File: config.mk
export PLATFORM = sky130hd
export DESIGN_NAME = ifetch_buffer
export DESIGN_NICKNAME = d
export VERILOG_FILES = /design/src/rtl/ifetch_buffer.sv
export SDC_FILE = /design/constraint.sdc
export NUM_CORES = 1
export LEC_CHECK = 0
export CAP_MARGIN = 15
export CORE_UTILIZATION = 35
export CTS_CLUSTER_DIAMETER = 150
export CTS_CLUSTER_SIZE = 30
export DETAILED_ROUTE_END_ITERATION = 10
export PLACE_DENSITY = 0.65
export SLEW_MARGIN = 20
export SYNTH_ARGS = -nofsm -noshare
export SYNTH_HDL_FRONTEND = slang
export SYNTH_SLANG_ARGS = --single-unit
File: constraint.sdc
create_clock -name clk -period 4.5 [get_ports clk]
set_input_delay 1.125 -clock clk [delete_from_list [all_inputs] [get_ports clk]]
set_output_delay 1.125 -clock clk [all_outputs]
set_load 0.01 [all_outputs]
File: src/rtl/ifetch_buffer.sv
// Instruction fetch buffer: issues sequential SRAM reads and queues the
// returned words with their PCs in a small FIFO for the CPU front end.
//
// Ports:
//   clk, rst          clock, async active-high reset
//   redirect          flush and restart fetch at redirect_pc
//   redirect_pc       new fetch target (bits [1:0] ignored)
//   instr_ready       CPU accepts the FIFO head this cycle
//   instr_valid       FIFO head valid
//   instr_out         instruction word at FIFO head
//   instr_pc          byte address of instr_out
//   im_ceb            SRAM chip enable, active low (low = issue)
//   im_a              SRAM word address, fetch_pc[15:2]
//   im_do             SRAM read data, valid the cycle after an issue
module ifetch_buffer #(
  parameter int          DEPTH    = 4,
  parameter logic [31:0] RESET_PC = 32'h0000_0000
) (
  input  logic        clk,
  input  logic        rst,
  input  logic        redirect,
  input  logic [31:0] redirect_pc,
  input  logic        instr_ready,
  output logic        instr_valid,
  output logic [31:0] instr_out,
  output logic [31:0] instr_pc,
  output logic        im_ceb,
  output logic [13:0] im_a,
  input  logic [31:0] im_do
);

  localparam int PW = $clog2(DEPTH);
  localparam int CW = PW + 1;

  logic [31:0]   r_fetch_pc;
  logic          r_inflight;
  logic [31:0]   r_infl_pc;
  logic [CW-1:0] r_count;
  logic [PW-1:0] r_rd_ptr;
  logic [PW-1:0] r_wr_ptr;
  logic [31:0]   r_instr [DEPTH];
  logic [31:0]   r_pc    [DEPTH];

  logic [CW-1:0] w_occ;
  logic          w_issue;
  logic          w_push;
  logic          w_pop;

  // Counting the in-flight read as occupied reserves its FIFO slot,
  // so a returning word can never find the FIFO full.
  assign w_occ   = r_count + CW'(r_inflight);
  assign w_issue = ~rst & ~redirect & (w_occ < CW'(DEPTH));
  // A redirect kills the word arriving this cycle.
  assign w_push  = r_inflight & ~redirect;
  assign w_pop   = instr_valid & instr_ready & ~redirect;

  assign instr_valid = (r_count != '0);
  assign instr_out   = instr_valid ? r_instr[r_rd_ptr] : '0;
  assign instr_pc    = instr_valid ? r_pc[r_rd_ptr] : '0;
  assign im_ceb      = ~w_issue;
  assign im_a        = r_fetch_pc[15:2];

  always_ff @(posedge clk or posedge rst) begin
    if (rst) begin
      r_fetch_pc <= RESET_PC;
      r_inflight <= 1'b0;
      r_infl_pc  <= '0;
      r_count    <= '0;
      r_rd_ptr   <= '0;
      r_wr_ptr   <= '0;
    end else if (redirect) begin
      r_fetch_pc <= redirect_pc & 32'hFFFF_FFFC;
      r_inflight <= 1'b0;
      r_count    <= '0;
      r_rd_ptr   <= '0;
      r_wr_ptr   <= '0;
    end else begin
      r_inflight <= w_issue;
      if (w_issue) begin
        r_infl_pc  <= r_fetch_pc;
        r_fetch_pc <= r_fetch_pc + 32'd4;
      end
      if (w_push) r_wr_ptr <= r_wr_ptr + PW'(1);
      if (w_pop)  r_rd_ptr <= r_rd_ptr + PW'(1);
      unique case ({w_push, w_pop})
        2'b10:   r_count <= r_count + CW'(1);
        2'b01:   r_count <= r_count - CW'(1);
        default: r_count <= r_count;
      endcase
    end
  end

  // Storage needs no reset: the head is masked by instr_valid.
  always_ff @(posedge clk) begin
    if (w_push) begin
      r_instr[r_wr_ptr] <= im_do;
      r_pc[r_wr_ptr]    <= r_infl_pc;
    end
  end

endmodule
# After elaboration in Yosys (flattened, before gate mapping)
# Memory sizes are Yosys's and may differ from the RTL's.
# Cells that the tools add are included.
[totals] regBits=72 mem_bits_rw=256 output_inout_bits=80 mem_count=2
[classes] addsub=6 magnitude_cmp=1 n_eq_ne=2 n_mux=13 n_bitwise=8 n_reduce_logical=6
[mem_list] name="r_instr" words=4 width=32 read_ports=1 rd_clocked_by_memory_dff=0 wr=1 line_no="41" text="logic [31:0] r_instr [DEPTH];"
[mem_list] name="r_pc" words=4 width=32 read_ports=1 rd_clocked_by_memory_dff=0 wr=1 line_no="42" text="logic [31:0] r_pc [DEPTH];"
[ops] operator="$mux 32" n=4
[ops] operator="$add 32x3->32 const B" n=1
[ops] operator="$mux 2" n=4
[ops] operator="$pmux 3 s2" n=1
[ops] operator="$reduce_bool 2->1" n=3
[ops] operator="$reduce_bool 3->1" n=2
[ops] operator="$and 1x1->1" n=5
[ops] operator="$add 2x1->2 const B" n=2
[ops] operator="$add 3x1->3" n=1
[ops] operator="$add 3x1->3 const B" n=1
[ops] operator="$lt 3x3->1 const B" n=1
[ops] operator="$mux 1" n=3
[ops] operator="$mux 3" n=1
[ops] operator="$not 1->1" n=3
[ops] operator="$sub 3x1->3 const B" n=1
[ops] operator="$eq 2x1->1 const B" n=1
[ops] operator="$eq 2x2->1 const B" n=1
[ops] operator="$reduce_and 2->1" n=1

# Depth between registers and ports, before layout
[depth] depth_word=6 ltp_mapped=9 ltp_nobuf=7

# Worst setup path after synthesis
# No wires, ideal clock.
[synth_path] path_kind="input port to flip-flop" startpoint="in redirect" endpoint="mem r_instr[0][0], enable pin" setup_time_ns=0.427 arrival_ns=2.966 setup_slack_ns=1.107 cell_stages=3 n_path_buf=1 path_cell_list="clkbuf_1 > nor2b_1 > and2_1"
[synth_between] elab_chain_len=4
[synth_rtl] item="start, declared" line_no="21" text="input logic redirect,"
[synth_rtl] item="$not 1->1 (no line)"
[synth_rtl] item="$and 1x1->1" line_no="54" text="assign w_push = r_inflight & ~redirect;"
[synth_rtl] item="$mux 1" line_no="95" text="if (w_push) begin"
[synth_rtl] item="$mux 1 (not written as such)" line_no="96" text="r_instr[r_wr_ptr] <= im_do;"
[synth_rtl] item="end, declared" line_no="41"
# No other way between the ends.

# Final worst setup path
[layout_path] startpoint="reg r_count[2]" endpoint="out instr_pc[29]"
[layout_between] elab_chain_len=2
[layout_rtl] item="start, declared" line_no="38" text="logic [CW-1:0] r_count;"
[layout_rtl] item="start signal, assigned" line_no="86" text="2'b10: r_count <= r_count + CW'(1);"
[layout_rtl] item="start signal, assigned" line_no="87" text="2'b01: r_count <= r_count - CW'(1);"
[layout_rtl] item="start signal, assigned" line_no="88" text="default: r_count <= r_count;"
[layout_rtl] item="$reduce_bool 3->1" line_no="57" text="assign instr_valid = (r_count != '0);"
[layout_rtl] item="$mux 32" line_no="59" text="assign instr_pc = instr_valid ? r_pc[r_rd_ptr] : '0;"
[layout_rtl] item="end, declared" line_no="26" text="output logic [31:0] instr_pc,"
# No other way between the ends.

==> summary.md <==
| Metric | Value |
|---|---|
| Post-synth EDFFs | 248 |
| Nets | 949 |
| Initial antenna violation count | 0 |
| Final instance area | 15400 um2 |
| Critical hold path startpoint | r_infl_pc[19] |
| Status | completed |
| CP cell instances | or3_2 > buf_4 > and2_1 > clkdlybuf4s50_1 |
| DP HPWL | 17400 um |
| HP Class | register to register |
| Commonest non-fill, non-tap cell in the layout | edfxtp_1 |
| Tot Pwr | 7.80 mW |
| Worst Path Max Fanout | 27 |
| Reg2reg path depth | 7 |
| Share of post-route cells with drive strength above 1 | 0.163 |
| Critical Path Stages | 4 |
| Tmin final | 3920 ps |
| Register area share after synthesis | 0.701 |
| Setup TNS | 0 ps |
| Crit-path max cell delay | 810 ps |
| Worst EP required | 3380 ps |
| Clock latency on the worst-skew pair | 510 ps |
| Slew margin rel. | 0.306 |
| Hold Slack | 528 ps |
| Total GRT Usage | 0.152 |
| Share of flip-flops with an asynchronous set or reset | 0.215 |
| Worst Setup Start Kind | register |
| Core Util, Final | 0.420 |
| Hold Buf Count CTS | 0 |
| Area of the multi-input gates | 3600 um2 |
| Vias in the first global route | 7323 |
| CTS Buffer Depth | 3 |
| Pre-CTS setup slack | 694 ps |
| Worst Path Arrival | 2790 ps |
| CTS Sinks | 316 |
| Worst setup margin | 580 ps |
| Area Growth Syn to Fin | 17.8% |
| PortBufs | 143 |
| Peak VDD IR | 0.202 mV |
| First-pass GRT wire length | 44100 um |
| Height of the chip | 195 um |
| Pin count of the biggest net entering global routing | 66 |
| RePlAce Congestion | 0.781 |
| Global route overflow | 0 |
| CTS tree | yes |
| Slew @ Worst Pin | 1030 ps |
| Worst hold path depth | 0 |
| Drt via density | 5.21 |
| Most frequent cells in the layout | 248 x edfxtp_1, 142 x clkdlybuf4s50_1, 66 x dfrtp_1 |
| Final WL | 28400 um |
| Setup crit end kind | output port |
| Met1 GRT Util | 0.211 |
| Clock-pin transition on the worst setup and hold timing paths | 110 ps |
| Worst path bufs/invs | 2 |
| GRT Max-Usage Layer | met2 |
| Post-cts sizing count | 0 |
| Syn Inst Count | 760 |
| Max Cap Viol | 0 |
| # rows | 70 |
| Syn_area_per_cell | 17.2 um2 |
| Unrepaired setup endpoints after global routing | no |
| Initial Utilization | 0.356 |
| Synth warnings | 0 |
| Number of setup buffers added after CTS | 0 |
| Pins Over Slew Limit | 0 |
| Post-Layout Cell Count | 1351 |
| Initial DRT Pass Iterations | 4 |
| Via count | 7041 |
| Synth Flop Type | edfxtp_1 |
| Fillers | 3293 |
| Pleak | 4.97 nW |
| DRC violations left | 0 |
| GR Layer Usage met2 | 0.252 |
| Final Hold Viols | 0 |
| Post-Place Cells | 1326 |
| TritonCTS buffer count | 14 |
| Delay-heaviest family, CP | simple AND/OR/NAND/NOR gates |
| Synthesized area | 13100 um2 |
| Crit Reg-Reg Startpoint | r_count[2] |
| DP Area | 14900 um2 |
| Yosys cell types | 55 |
| Final setup violation count | 0 |
| Final period utilization | 0.871 |
| ANT cells | 0 |
| Pwr dens | 507 nW/um2 |
| Grt met3 use | 0.0266 |
| Crit path kind | register to output port |
| Worst Skew | 18.2 ps |
| FF+latch count, synth | 316 |
| Core area | 36600 um2 |
| Die W | 195 um |
| Worst Setup SP | r_count[2] |
| WL per Instance | 21.0 um |
| Antenna Nets Post-Route | 0 |
| Max stage delay cell, worst path | or3_2 |
| CTS H-tree depth | 1 |
| Sequential cell area | 9160 um2 |
| Fmax | 255 MHz |
| Violation count after the first detailed-route iteration | 362 |
| Die ar. | 38100 um2 |
| I/O Pins | 148 |
| Clock Tree Root | clkbuf_16 |
## path summary, 6_finish.rpt
path | endpoint | slack (ps)
max in group asynchronous | r_infl_pc[25] | 2500
min in group asynchronous | r_infl_pc[7] | 1150
worst min register to register | r_pc[2][19] | 530
worst max-delay path | instr_pc[29] | 580
worst max register to register | r_count[2] | 2120
worst min-delay path | r_pc[2][19] | 530
## metal layers
layer  share of wire  routed length [um]
met3           0.048                1360
met5               0                   0
met2            0.49               13800
met1            0.45               12800
met4           0.016                 460
## power breakdown
| group | internal, mW | total, mW | switching (mW) |
|---|---|---|---|
| clock network | 0.641 | 1.52 | 0.880 |
| registers | 3.55 | 3.85 | 0.296 |
| logic | 1.35 | 2.43 | 1.08 |
| total | 5.54 | 7.80 | 2.26 |
## synth_stat cells (all sizes together) (19+ instances only)
cell | instances | area (um2)
and2 | 66 | 413
buf | 31 | 200
clkbuf | 30 | 114
dfrtp | 68 | 1700
edfxtp | 248 | 7450
mux2 | 30 | 338
mux4 | 62 | 1400
nand2 | 32 | 120
nand3 | 25 | 130
nor2 | 19 | 71.3
## registers in the layout (all words and copies together) (netlist names)
| name | count |
|---|---|
| r_instr | 128 |
| r_rd_ptr | 2 |
| r_fetch_pc | 30 |
| r_infl_pc | 30 |
| r_count | 3 |
| r_inflight | 1 |
| r_pc | 120 |
| r_wr_ptr | 2 |
## area by class of cell
cell class,count,area share
tap,468,0.0381
clock inverter,1,0.00106
timing repair buffer,159,0.104
sequential,316,0.596
clock buffer,23,0.0264
inverter,6,0.00146
multi-input combinational,378,0.234
## kinds of logic (layout without fill, tap and decap cells)
kind of cell / count (synthesis) / count (layout) / share of synthesized area
flip-flops: 316 / 316 / 0.701
AND/OR/NAND/NOR: 209 / 209 / 0.0937
multiplexers: 98 / 98 / 0.137
buffers and inverters: 67 / 189 / 0.0258
AO/OA/AOI/OAI: 57 / 57 / 0.0314
adder cells (fa/ha/maj): 6 / 6 / 0.00633
XOR/XNOR: 6 / 6 / 0.00403
other: 1 / 2 / 0.000287
No activity file was read; power rests on OpenSTA's default activity.
